File: src/rtl/led_effect_pkg.sv
// Shared definitions for the LED effect controller.
// Holds effect codes, start patterns, direction and a counter-width helper.
package led_effect_pkg;

  typedef enum logic [2:0] {
    EFF_OFF       = 3'd0,
    EFF_RUN_RIGHT = 3'd1,
    EFF_RUN_LEFT  = 3'd2,
    EFF_FILL      = 3'd3,
    EFF_PING_PONG = 3'd4,
    EFF_BLINK     = 3'd5,
    EFF_ALTERNATE = 3'd6,
    EFF_RESERVED  = 3'd7
  } effect_e;

  typedef enum logic {
    DIR_RIGHT = 1'b0,
    DIR_LEFT  = 1'b1
  } dir_e;

  localparam logic [7:0] INIT_OFF       = 8'h00;
  localparam logic [7:0] INIT_RUN_RIGHT = 8'h80;
  localparam logic [7:0] INIT_RUN_LEFT  = 8'h01;
  localparam logic [7:0] INIT_FILL      = 8'h80;
  localparam logic [7:0] INIT_PING_PONG = 8'h80;
  localparam logic [7:0] INIT_BLINK     = 8'hFF;
  localparam logic [7:0] INIT_ALTERNATE = 8'hAA;

  function automatic logic [7:0] init_pattern(input logic [2:0] code);
    logic [7:0] pattern;
    case (code)
      EFF_RUN_RIGHT: pattern = INIT_RUN_RIGHT;
      EFF_RUN_LEFT:  pattern = INIT_RUN_LEFT;
      EFF_FILL:      pattern = INIT_FILL;
      EFF_PING_PONG: pattern = INIT_PING_PONG;
      EFF_BLINK:     pattern = INIT_BLINK;
      EFF_ALTERNATE: pattern = INIT_ALTERNATE;
      default:       pattern = INIT_OFF;
    endcase
    return pattern;
  endfunction

  // Never returns less than 1 so a divide-by-one counter still has a bit.
  function automatic int clog2(input int value);
    int width;
    width = 1;
    while ((64'd1 << width) < 64'(value)) width++;
    return width;
  endfunction

endpackage

File: src/rtl/led_effect_ctrl_tick_gen.sv
// Step strobe generator: counts CLK_DIV cycles while enabled.
// The clear input restarts the step period when a new effect is loaded.
module tick_gen
  import led_effect_pkg::*;
#(
  parameter int CLK_DIV = 25_000_000
) (
  input  logic clk,
  input  logic reset,
  input  logic en,
  input  logic clr,
  output logic tick
);

  localparam int CW = clog2(CLK_DIV);
  localparam logic [CW-1:0] LAST = CW'(CLK_DIV - 1);

  logic [CW-1:0] count;

  always_ff @(posedge clk) begin
    if (!reset) begin
      count <= '0;
    end else if (clr) begin
      count <= '0;
    end else if (en) begin
      count <= (count == LAST) ? '0 : count + CW'(1);
    end
  end

  assign tick = en && (count == LAST);

endmodule

File: src/rtl/led_effect_ctrl.sv
// LED effect controller: synchronised switch inputs select one of eight
// effects, advanced one step per tick from the tick_gen divider.
module led_effect_ctrl
  import led_effect_pkg::*;
#(
  parameter int CLK_DIV = 25_000_000
) (
  input  logic       clk,
  input  logic       reset,
  input  logic [3:0] sw,
  output logic [7:0] led,
  output logic       tick,
  output logic [2:0] mode
);

  logic [3:0] sw_meta;
  logic [3:0] sw_s;
  logic       mode_change;
  logic       step_raw;
  dir_e       dir;

  always_ff @(posedge clk) begin
    if (!reset) begin
      sw_meta <= '0;
      sw_s    <= '0;
    end else begin
      sw_meta <= sw;
      sw_s    <= sw_meta;
    end
  end

  assign mode_change = (sw_s[2:0] != mode);

  tick_gen #(
    .CLK_DIV(CLK_DIV)
  ) u_tick_gen (
    .clk  (clk),
    .reset(reset),
    .en   (sw_s[3]),
    .clr  (mode_change),
    .tick (step_raw)
  );

  // A pending effect load wins over the step that would land on the same edge.
  assign tick = step_raw & ~mode_change;

  always_ff @(posedge clk) begin
    if (!reset) begin
      led  <= 8'h00;
      mode <= EFF_OFF;
      dir  <= DIR_RIGHT;
    end else if (mode_change) begin
      mode <= sw_s[2:0];
      led  <= init_pattern(sw_s[2:0]);
      dir  <= DIR_RIGHT;
    end else if (tick) begin
      case (mode)
        EFF_RUN_RIGHT: led <= (led == 8'h01) ? 8'h80 : (led >> 1);
        EFF_RUN_LEFT:  led <= (led == 8'h80) ? 8'h01 : (led << 1);
        EFF_FILL:      led <= (led == 8'hFF) ? 8'h00 : {1'b1, led[7:1]};
        EFF_PING_PONG: begin
          // Direction flips on the edge that lands on an end position.
          if (dir == DIR_RIGHT) begin
            led <= led >> 1;
            if (led == 8'h02) dir <= DIR_LEFT;
          end else begin
            led <= led << 1;
            if (led == 8'h40) dir <= DIR_RIGHT;
          end
        end
        EFF_BLINK:     led <= ~led;
        EFF_ALTERNATE: led <= ~led;
        default:       led <= 8'h00;
      endcase
    end
  end

endmodule
File: config.mk
export PLATFORM = sky130hd
export DESIGN_NAME = led_effect_ctrl
export DESIGN_NICKNAME = d
export VERILOG_FILES = /design/src/rtl/led_effect_pkg.sv /design/src/rtl/led_effect_ctrl_tick_gen.sv /design/src/rtl/led_effect_ctrl.sv
export SDC_FILE = /design/constraint.sdc
export NUM_CORES = 1
export LEC_CHECK = 0
export BUFFER_PORTS_ARGS = -buffer_cell sky130_fd_sc_hd__buf_2
export CAP_MARGIN = 40
export CORE_ASPECT_RATIO = 2
export CORE_MARGIN = 4
export CORE_UTILIZATION = 54
export CTS_CLUSTER_SIZE = 20
export DETAILED_ROUTE_END_ITERATION = 8
export GPL_ROUTABILITY_DRIVEN = 0
export HOLD_SLACK_MARGIN = 0.12
export PLACE_DENSITY = 0.88
export RECOVER_POWER = 100
export SYNTH_ARGS = -nofsm -noshare
export SYNTH_HDL_FRONTEND = slang
export SYNTH_HIERARCHICAL = 1
export SYNTH_SLANG_ARGS = --single-unit
File: constraint.sdc
create_clock -name clk -period 2.3 [get_ports clk]
set_input_delay 0.23 -clock clk [delete_from_list [all_inputs] [get_ports clk]]
set_output_delay 0.23 -clock clk [all_outputs]
set_load 0.01 [all_outputs]
# Yosys cells after proc, flatten, opt, wreduce, memory -nomap -nowiden
# Index checks and enable logic that the tools add are counted.
[classes] n_bitwise=4 order_cmp=0 n_div=0 n_shift=0 mux=12 multipliers=0 reduce_logical=6 addsub=1 n_eq_ne=19
[op_table] op="$mux 8" n=6
[op_table] op="$pmux 8 s5" n=1
[op_table] op="$pmux 8 s4" n=1
[op_table] op="$add 25x1->25 const B" n=1
[op_table] op="$eq 25x25->1 const B" n=1
[op_table] op="$mux 25" n=1
[op_table] op="$eq 3x3->1 const B" n=6
[op_table] op="$eq 8x8->1 const B" n=2
[op_table] op="$eq 3x2->1 const B" n=4
[op_table] op="$eq 8x1->1 const B" n=1
[op_table] op="$eq 8x2->1 const B" n=1
[op_table] op="$eq 8x7->1 const B" n=1
[op_table] op="$not 8->8" n=1
[op_table] op="$eq 3x1->1 const B" n=2
[op_table] op="$reduce_or 2->1" n=2
[op_table] op="$mux 1" n=3
[op_table] op="$ne 3x3->1" n=1
[op_table] op="$reduce_or 3->1" n=1
[op_table] op="$not 1->1" n=2
[op_table] op="$reduce_and 2->1" n=1
[op_table] op="$reduce_bool 2->1" n=1
[op_table] op="$and 1x1->1" n=1
[op_table] op="$logic_and 1x1->1" n=1
[totals] word_cells=48 input_bits=6 latchBits=0 rom_bits=0 output_inout_bits=12 reg_bits=45 mem_bits_rw=0 mem_count=0

# Logic depth before layout (Yosys ltp)
# Gate-level depths: netlist (run 1).
[logic_depth] ltp_word=5 mapped_depth=8 depth_no_buf=8

# By module
# Netlist (run 1), hierarchy kept.
[modules_own_cells] module="led_effect_ctrl" cells_per_inst=144 area_each_um2=1216.2 seq_area_each_um2=400.4 n_inst=1
[modules_own_cells] module="tick_gen" cells_per_inst=139 area_each_um2=1212.4 seq_area_each_um2=500.5 n_inst=1

# Least setup slack after synthesis (run 1)
# Ideal clock, no wire load.
[synth_timing] path_kind="register to register" startpoint="register u_tick_gen.count[0]" endpoint="register led[5]" setup_slack_ps=31 t_arrival_ps=2127 synth_period_minus_slack_ps=2269 setup_ps=142 stages_incl_launch_ff=9 n_path_buf=0 required_time_ps=2158 path_cell_list="dfxtp_1 > ha_1 > nand4_1 > or3_1 > nor2_1 > nor4_2 > or3_1 > a211oi_1 > a211oi_1"
[synth_between] elab_chain_len=4
[synth_lines] item="from (decl)" line_no="led_effect_ctrl_tick_gen.sv:18" source="logic [CW-1:0] count;"
[synth_lines] item="from (signal assigned)" line_no="led_effect_ctrl_tick_gen.sv:26" source="count <= (count == LAST) ? '0 : count + CW'(1);"
[synth_lines] item="$eq 25x25->1" line_no="led_effect_ctrl_tick_gen.sv:30" source="assign tick = en && (count == LAST);"
[synth_lines] item="$logic_and 1x1->1" line_no="led_effect_ctrl_tick_gen.sv:30"
[synth_lines] item="net step_raw" line_no="led_effect_ctrl.sv:19" source="logic step_raw;"
[synth_lines] item="$and 1x1->1" line_no="led_effect_ctrl.sv:45" source="assign tick = step_raw & ~mode_change;"
[synth_lines] item="$reduce_bool 2->1 (no line)"
[synth_lines] item="to (signal assigned)" line_no="led_effect_ctrl.sv:54" source="led <= init_pattern(sw_s[2:0]);"
[synth_lines] item="to (signal assigned)" line_no="led_effect_ctrl.sv:58" source="EFF_RUN_RIGHT: led <= (led == 8'h01) ? 8'h80 : (led >> 1);"
[synth_lines] item="to (signal assigned)" line_no="led_effect_ctrl.sv:59" source="EFF_RUN_LEFT: led <= (led == 8'h80) ? 8'h01 : (led << 1);"
[synth_lines] item="to (decl)" line_no="led_effect_ctrl.sv:11" source="output logic [7:0] led,"
# The timed path passes the listed nets, and every way through them passes these cells.
# A chain may end at the register's enable or synchronous reset.

# Worst setup path after layout (run 1)
[layout_timing] startpoint="register u_tick_gen.count[1]" endpoint="output tick"
[layout_between] elab_chain_len=3
[layout_lines] item="$eq 25x25->1" line_no="led_effect_ctrl_tick_gen.sv:30"
[layout_lines] item="$logic_and 1x1->1" line_no="led_effect_ctrl_tick_gen.sv:30"
[layout_lines] item="net step_raw" line_no="led_effect_ctrl.sv:19"
[layout_lines] item="$and 1x1->1" line_no="led_effect_ctrl.sv:45"
[layout_lines] item="to (decl)" line_no="led_effect_ctrl.sv:12" source="output logic tick,"
# The timed path passes the listed nets, and every way through them passes these cells.

==> impl_metrics.csv, run 1 <==
group,metric,value,unit
pwr,comb_power_share,8.8,%
sta,max_freq,453,MHz
place,port_buffers,17,
finish,area_delta_synth_final,10.4,%
critical_path,critPathKind,"flip-flop to output port",
logic_synthesis,synth-seq-cells,45,
floorplan,die_w,55.4,um
sta,worst_pin_slew,0.586,ns
route,wl_met3,195,um
clock_network,clock_sinks,45,
sta,maxSlewHeadroom,60.6,%
finish,filler_cell_count,406,
pwr,pwr-share-seq,55.4,%
finish,nNetsFinal,312,
critical_path,start_kind,"flip-flop",
sta,rsz0062_at_grt,"no",
critical_path,crit_fanout,4,
critical_path,r2r_end,"led[5]",
status,status,"complete, no violations",
route,maxUsedRoutingLayer,"met4",
logic_synthesis,synthTopCellsByCount,"dfxtp_1 (45), nor2_1 (21), a21oi_1 (18), nand4_1 (16), and2_1 (14)",
clock_network,root_buffer,"clkbuf_8",
logic_synthesis,yosysWarnings,6,
logic_synthesis,synthesis.nets,290,
sta,min_period_over_period,96.0,%
logic_synthesis,synth.largest_area_cell,"dfxtp_1",
min_path,hold_path.startpoint,"sw[0]",
sta,setup_viol,0,
global_route,grt-ovfl-total,0,
global_route,antenna_found_initial,0,
place,dpl-instance-area,2570,sq um
route,wirelength,6150,um
logic_synthesis,synth_flop_cell,"dfxtp_1",
sta,skew,0.00584,ns
route,vias,2328,
finish,n_antenna_cell,0,
logic_synthesis,yosysMostFrequentCell,"dfxtp_1",
clock_network,cts_tree,"done",
route,post_drt_wl_per_cell,17.1,um
pwr,power_density,550,nW/um^2
clock_network,clock_path_buffers,2,
logic_synthesis,avgSynthCellArea,8.58,sq um
sta,hold_viol_final,0,
clock_network,hold_buffers,0,
critical_path,cp.required,2.07,ns
run,drv_cap,0,
global_route,grt_max_degree,17,
global_route,grt_use_total,22.4,%
critical_path,arrival,1.98,ns
route,route.detailed.drc,0,
logic_synthesis,ys_seq_area_share,37.1,%
floorplan,rows,34,
floorplan,design.core.area,4340,sq um
min_path,hp-class,"primary input to flip-flop",
global_route,grt_pass1_vias,2246,
place,dpl.hpwl,4480,um
clock_network,cts_buffers,5,
floorplan,ios,18,
logic_synthesis,synth_area_leaders,"dfxtp_1 (37%), nand4_1 (4.1%), a21oi_1 (3.7%)",
route,wl_met2,3550,um
finish,drive_above_1_share,13.7,%
sta,setup_tns,0,ns
pwr,p_leak,0.000892,uW
route,wl_met1,2180,um
clock_network,htreeDepth,2,
route,drtPass1Iterations,5,
critical_path,endpoint_kind,"output port",
sta,fin_crit,2.21,ns
logic_synthesis,async_flop_share,0,%
pwr,p_clk_share,35.8,%
sta,hold-worst-slack,0.129,ns
logic_synthesis,post_synth_instance_area,2430,sq um
route,first_iter_violations,100,
route,viasPerCell,6.47,
global_route,grt_pass1_wl,10300,um
pwr,p_int,1090,uW
logic_synthesis,synth_cell_types,48,
route,postRouteAntennaNets,0,
logic_synthesis,syn_inst,283,
critical_path,r2r_slack,0.14,ns
place,dp.cells,350,
floorplan,fp.dieH,103,um
finish,stdcell_area,2680,sq um
pwr,peakVddDrop,0.000572,V
floorplan,dieArea,5700,sq um
sta,slew_violations,0,
critical_path,regToRegStartpoint,"u_tick_gen/count[1]",
pwr,switching_share,26.0,%
logic_synthesis,synth_edf_count,0,
logic_synthesis,synth.top_cell.area_share,37.1,%
clock_network,clkTransAtPathRegs,0.09,ns
critical_path,ff2ff_path_depth,8,
clock_network,insertion_delay,0.30,ns
pwr,p_sw,383,uW
min_path,hold_path_depth,2,
finish,layoutNonFillerInstCount,360,
floorplan,start_util,56.0,%
min_path,whs_endpoint,"sw_meta[0]",
[area by class of cell]
type / count / area [sq um] / share of cell area (%)
sequential: 45 / 903 / 33.7
clock buffer: 6 / 82.6 / 3.08
clock inverter: 2 / 16.3 / 0.607
tap: 54 / 67.6 / 2.52
inverter: 10 / 37.5 / 1.40
timing repair buffer: 30 / 159 / 5.93
multi-input combinational: 213 / 1410 / 52.8
[logic make-up after synthesis]
logic type,count (synthesis),synth area share [%]
buffers and inverters,25,5.20
and+or+nand+nor,127,32.2
adders and majority gates,1,0.515
DFF,45,37.1
AOI/OAI and AO/OA,61,15.8
muxes,8,3.45
xor gates and xnor gates,16,5.77
[routing by layer]
metal  track usage, %  vias up
met2             44.6       77
met1             22.0     1132
li1                 -     1095
met4             11.8        0
met5                0        -
met3             2.63       24
[state kept, by name, summed over array words and instances, names as in the netlist]
register and cells:
sw_meta 4, dir 1, led 8, sw_s 4, mode 3, u_tick_gen/count 25
[worst max-delay path by stage]
stage	startpoint	to	slack [ns]	cells after the start
after floorplan	u_tick_gen/count[0]	led[5]	0.03	8
after global placement	u_tick_gen/count[0]	led[5]	0.17	8
after detailed placement	u_tick_gen/count[0]	led[5]	0.07	8
after CTS	u_tick_gen/count[0]	tick	0.02	8
after global routing	u_tick_gen/count[1]	led[5]	0.02	8
final	u_tick_gen/count[1]	tick	0.09	8
[stage by stage]
stage	util [%]	power (uW)	setup WS, ns
2_1_floorplan	-	919	0.0311
3_3_place_gp	59.3	960	0.168
3_5_place_dp	59.3	963	0.0720
4_1_cts	61.6	1490	0.0231
5_1_grt	61.8	1530	0.0151
6_report	61.8	1480	0.0926
[cells in the final DEF (no fill, tap or decap), types with 3 or more instances in the layout]
master,synthesis,final
nand3_1,6,6
and3_1,6,6
a21oi_1,18,19
o31ai_1,4,4
buf_4,2,10
or4_1,4,4
xor2_1,8,8
and2_0,0,6
nor4_1,5,5
clkbuf_1,5,13
mux2_2,3,3
nand4_1,16,16
inv_1,10,10
nand3b_1,8,8
and2_1,14,8
nor2b_1,6,6
xnor2_1,8,8
o21ai_0,10,11
o221ai_1,6,6
buf_2,6,6
nand2_1,11,11
a31oi_1,4,4
mux2i_1,5,5
clkbuf_8,1,6
a211oi_1,8,8
nor3_1,4,4
or3_1,10,8
nor2_1,21,20
o22ai_1,5,5
dfxtp_1,45,43
[critical path, cell delays in order, from the launching register on]
cell and delay [ns]:
dfxtp_1 0.36, ha_1 0.21, nand4_1 0.14, or3_4 0.36, nor2_2 0.13, buf_4 0.16
inv_1 0.07, nor2_1 0.11, buf_2 0.14
[timing repair]
action | 4_1_cts | 5_1_grt
endpoints found under the hold margin | 0 | 0
resized for setup | 0 | 7
endpoints found under the setup margin | 0 | 4
setup buffers | 0 | 2
[power groups by stage]
stage	Combinational, uW	Sequential [uW]	Clock (uW)
2_1_floorplan	90.9	828	0
3_3_place_gp	126	834	0
3_5_place_dp	129	834	0
4_1_cts	130	816	541
5_1_grt	142	820	573
6_report	130	817	528
Note: power is estimated with default switching activity, not from simulation.
==> run 2: changes to the inputs <==
Settings changed: PLACE_DENSITY 0.88 to unset, PLACE_DENSITY_LB_ADDON set to 0.25.
==> run 2 against run 1 <==
Count of clock-buffer cells in the layout increased by 1. Worst setup slack improved by 0.034 ns. Clock power decreased by 7.6%. Critical endpoint unchanged.
==> impl_metrics.csv, run 2 (same netlist as run 1, synthesis figures left out) <==
group,metric,value,unit
critical_path,regToRegStartpoint,"u_tick_gen/count[20]",
finish,top_register,"u_tick_gen/count",
critical_path,critPathKind,"flip-flop to output port",
sta,fin_crit,2.17,ns
global_route,grt_pass1_wl,10400,um
finish,register_area,905,sq um
global_route,grt-ovfl-total,0,
sta,hold_viol_final,0,
floorplan,ios,18,
floorplan,design.core.area,4340,sq um
finish,filler_cell_count,423,
finish,reg.largest.list,"u_tick_gen/count x25, led x8",
global_route,antenna_found_initial,0,
critical_path,start_kind,"flip-flop",
finish,drive_above_1_share,15.2,%
clock_network,clock_path_buffers,2,
sta,maxSlewHeadroom,60.1,%
sta,setup_tns,0,ns
clock_network,root_buffer,"clkbuf_8",
finish,multi_input_area,1430,sq um
critical_path,slowest_stage,"or3_4",
critical_path,crit_fanout,5,
pwr,p_clk_share,33.9,%
finish,nNetsFinal,316,
critical_path,arrival,1.94,ns
min_path,hold_path.startpoint,"sw[3]",
finish,most-common-layout-cells,"dfxtp_1 (42), nor2_1 (19), a21oi_1 (18)",
place,dpl.hpwl,4570,um
critical_path,crit_chain,"nand4_1 > or3_4 > nor2_4 > buf_4 > inv_1 > nor2_2 > clkbuf_2",
sta,min_period_over_period,94.5,%
pwr,total_power,1440,uW
sta,slew_violations,0,
pwr,p_int,1060,uW
clock_network,insertion_delay,0.30,ns
sta,setup_viol,0,
min_path,hold_path_depth,2,
global_route,grt_max_degree,16,
status,status,"complete, no violations",
floorplan,rows,34,
route,drtPass1Iterations,4,
pwr,switching_share,26.3,%
floorplan,die_w,55.4,um
route,viasPerCell,6.21,
pwr,p_leak,0.000904,uW
pwr,p_sw,379,uW
critical_path,cp.required,2.07,ns
critical_path,ff2ff_path_depth,7,
clock_network,cts_tree,"done",
clock_network,clkTransAtPathRegs,0.09,ns
place,port_buffers,17,
finish,layout_commonest_cell,"dfxtp_1",
clock_network,htreeDepth,2,
pwr,power_density,533,nW/um^2
sta,max_freq,460,MHz
floorplan,fp.dieH,103,um
route,post_drt_wl_per_cell,17.0,um
route,postRouteAntennaNets,0,
route,wirelength,6180,um
finish,area_delta_synth_final,11.3,%
sta,rsz0062_at_grt,"no",
finish,n_antenna_cell,0,
clock_network,cts_setup_buffers,0,
clock_network,clock_sinks,45,
critical_path,critPathMaxStageDelay,0.44,ns
min_path,whs_endpoint,"sw_meta[3]",
floorplan,start_util,56.0,%
route,first_iter_violations,55,
critical_path,endpoint_kind,"output port",
min_path,hp-class,"primary input to flip-flop",
critical_path,r2r_end,"led[1]",
critical_path,r2r_slack,0.18,ns
finish,largest_register_ffs,25,
route,route.detailed.drc,0,
pwr,peakVddDrop,0.000349,V
clock_network,cts_buffers,5,
global_route,grt_pass1_vias,2230,
sta,worst_pin_slew,0.594,ns
sta,skew,0.00765,ns
floorplan,dieArea,5700,sq um
pwr,pwr-share-seq,56.4,%
run,drv_cap,0,
route,vias,2262,
global_route,grt_use_total,22.9,%
pwr,comb_power_share,9.7,%
## run 2: repair_timing
item / 4_1_cts / 5_1_grt
hold buffers: 0 / 0
endpoints found under the hold margin: 0 / 0
endpoints found under the setup margin: 1 / 4
pin swaps: 0 / 2
resized for setup: 1 / 8
## run 2: power groups by stage
stage          clock network [uW]  registers [uW]  logic, uW
2_1_floorplan                   0             828       90.9
3_3_place_gp                    0             829        142
3_5_place_dp                    0             828        143
4_1_cts                       497             810        144
5_1_grt                       530             814        153
6_report                      488             812        140
## run 2: worst max path at each step
stage	startpoint	endpoint	slack (ns)	cells past startpoint
floorplan	u_tick_gen/count[0]	led[5]	0.03	8
detailed placement	u_tick_gen/count[0]	led[5]	0.07	8
global route	u_tick_gen/count[20]	tick	0.02	7
CTS	u_tick_gen/count[0]	tick	0.02	8
finish	u_tick_gen/count[20]	tick	0.13	7
global placement	u_tick_gen/count[0]	led[1]	0.16	8
## run 2: stage by stage
step	hold slack, ns	cells	worst slack (ns)	util, %	area (sq um)
finish	0.135	364	0.126	62.3	2700
global route	0.133	364	0.0209	62.3	2700
detailed placement	0.422	356	0.0722	60.4	2620
CTS	0.130	364	0.0176	62.4	2710
global placement	0.414	356	0.158	60.4	2620
floorplan	0.357	283	0.0311	-	2430
## run 2: area by class of cell
cell class,count,area share [%]
flip-flops and latches,45,33.5
clock inverters,1,0.278
clock buffers,7,2.82
multi-input cells,213,52.9
inverters,10,1.39
repair buffers,34,6.67
well taps,54,2.50
## run 2: critical path, delay by kind of cell (launching register included)
family        cells  cell delay, ns
buf+inv           3            0.39
simple gates      4            0.88
flops             1            0.38
## run 2: routing by layer
layer | GRT usage (%) | routed length (um) | vias to the layer above
met5 | 0 | 0 | -
met4 | 16.7 | 359 | 0
met3 | 2.88 | 208 | 26
met2 | 43.2 | 3300 | 75
met1 | 22.7 | 2310 | 1056
li1 | - | - | 1105
==> run 3: changes to the inputs <==
Settings changed: CORE_UTILIZATION 54 to 56, CTS_BUF_LIST set to sky130_fd_sc_hd__clkbuf_2.
==> run 3 against run 2 <==
Non-clock buffer count is 8 higher. Power is 8.0% lower. Clock power is 27% lower. Maximum frequency is 1.3% lower. Critical endpoint unchanged. Largest cell class unchanged. Highest routed layer unchanged.
==> impl_metrics.csv, run 3 (same netlist as run 1, synthesis figures left out) <==
group,metric,value,unit
clock_network,root_buffer,"clkbuf_2",
pwr,comb_power_share,11.4,%
pwr,p_sw,386,uW
sta,fin_crit,2.20,ns
clock_network,cts_buffers,5,
sta,max_freq,454,MHz
pwr,p_clk_share,26.9,%
pwr,switching_share,29.1,%
clock_network,cts_tree,"done",
floorplan,rows,33,
clock_network,clock_path_buffers,2,
critical_path,arrival,1.97,ns
finish,most-common-layout-cells,"dfxtp_1 (37), nor2_1 (19), a21oi_1 (18), buf_4 (18), nand4_1 (16)",
finish,filler_cell_count,369,
pwr,pwr-share-seq,61.8,%
critical_path,endpoint_kind,"output port",
sta,skew,0.0147,ns
clock_network,insertion_delay,0.42,ns
route,postRouteAntennaNets,0,
finish,n_antenna_cell,0,
sta,worst_pin_slew,0.544,ns
pwr,p_leak,0.000969,uW
finish,stdcell_area,2790,sq um
sta,rsz0062_at_grt,"yes",
sta,slew_violations,0,
place,port_buffers,17,
finish,top_register,"u_tick_gen/count",
floorplan,fp.dieH,101,um
global_route,antenna_found_initial,0,
critical_path,start_kind,"flip-flop",
global_route,grt-ovfl-total,0,
route,first_iter_violations,68,
critical_path,crit_fanout,3,
run,drv_cap,0,
floorplan,start_util,58.8,%
route,vias,2398,
route,wirelength,6200,um
route,route.detailed.drc,0,
finish,layout_commonest_cell,"dfxtp_1",
clock_network,htreeDepth,2,
finish,nNetsFinal,324,
floorplan,die_w,54.6,um
finish,area_delta_synth_final,14.7,%
critical_path,cp.required,2.07,ns
finish,largest_register_ffs,25,
sta,setup_viol,0,
route,viasPerCell,6.48,
pwr,p_int,939,uW
pwr,power_density,475,nW/um^2
place,dpl-instance-area,2590,sq um
floorplan,dieArea,5520,sq um
floorplan,ios,18,
finish,final_util,67.5,%
finish,drive_above_1_share,20.4,%
sta,hold_viol_final,0,
min_path,hp-class,"flip-flop to flip-flop",
pwr,peakVddDrop,0.000306,V
floorplan,design.core.area,4130,sq um
sta,min_period_over_period,95.7,%
finish,reg.largest.list,"u_tick_gen/count x25, led x8",
global_route,grt_pass1_vias,2300,
global_route,grt_pass1_wl,10200,um
route,drtPass1Iterations,4,
global_route,grt_use_total,24.6,%
place,dpl.hpwl,4460,um
status,status,"complete, no violations",
clock_network,clkTransAtPathRegs,0.25,ns
clock_network,clock_sinks,45,
sta,maxSlewHeadroom,63.7,%
route,post_drt_wl_per_cell,16.8,um
global_route,grt_max_degree,18,
critical_path,critPathKind,"flip-flop to output port",
run 3: what timing repair did:
item | in CTS | in global routing
endpoints found under the hold margin | 4 | 2
hold buffers | 4 | 1
buffers inserted | 3 | 4
pin swaps | 1 | 5
endpoints found under the setup margin | 1 | 4
resized for setup | 7 | 13
run 3: worst max-delay path, cell delays in order (launching register included):
cell and delay, ns:
dfxtp_2 0.41, ha_4 0.14, nand4_1 0.09, or3_4 0.43, nor2_4 0.10, buf_6 0.12, inv_4 0.03, nor2_2 0.08
buf_2 0.14
run 3: layout make-up:
type,count,area [sq um],area share [%]
multi-input cells,213,1450,51.9
repair buffers,42,278,9.97
clock inverters,3,21.3,0.763
well taps,52,65.1,2.33
inverters,10,40.0,1.44
clock buffers,5,25.0,0.898
flip-flops and latches,45,911,32.7
run 3: path summary, 6_finish.rpt:
| check | from | to | slack, ns | cells past startpoint |
|---|---|---|---|---|
| worst max register to register | u_tick_gen/count[1] | led[5] | 0.11 | 9 |
| worst min-delay path | sw_meta[3] | sw_s[3] | 0.47 | 1 |
| worst min register to register | sw_meta[3] | sw_s[3] | 0.47 | 1 |
| worst max-delay path | u_tick_gen/count[1] | tick | 0.1 | 8 |
run 3: power groups by stage:
| stage | Sequential [uW] | Combinational [uW] | Clock (uW) |
|---|---|---|---|
| finish | 818 | 151 | 356 |
| global placement | 832 | 134 | 0 |
| global route | 821 | 165 | 393 |
| floorplan | 828 | 90.9 | 0 |
| CTS | 818 | 142 | 358 |
| detailed placement | 832 | 135 | 0 |
run 3: through the flow:
step / power [uW] / setup TNS (ns) / hold slack, ns / std cells / setup WS [ns]
after global placement: 966 / 0 / 0.414 / 350 / 0.171
after global routing: 1380 / -0.0307 / 0.483 / 370 / -0.0307
after CTS: 1320 / 0 / 0.121 / 365 / 0.0142
after detailed placement: 967 / 0 / 0.423 / 350 / 0.0747
final: 1320 / 0 / 0.471 / 370 / 0.0987
after floorplan: 919 / 0 / 0.357 / 283 / 0.0311
run 3: metal layers:
| metal | part of all wire, % | wire length, um | GRT usage [%] |
|---|---|---|---|
| met1 | 36 | 2220 | 23.8 |
| met3 | 3.3 | 206 | 3.98 |
| met2 | 55 | 3390 | 45.3 |
| met5 | 0 | 0 | 0 |
| met4 | 6.3 | 390 | 14.6 |
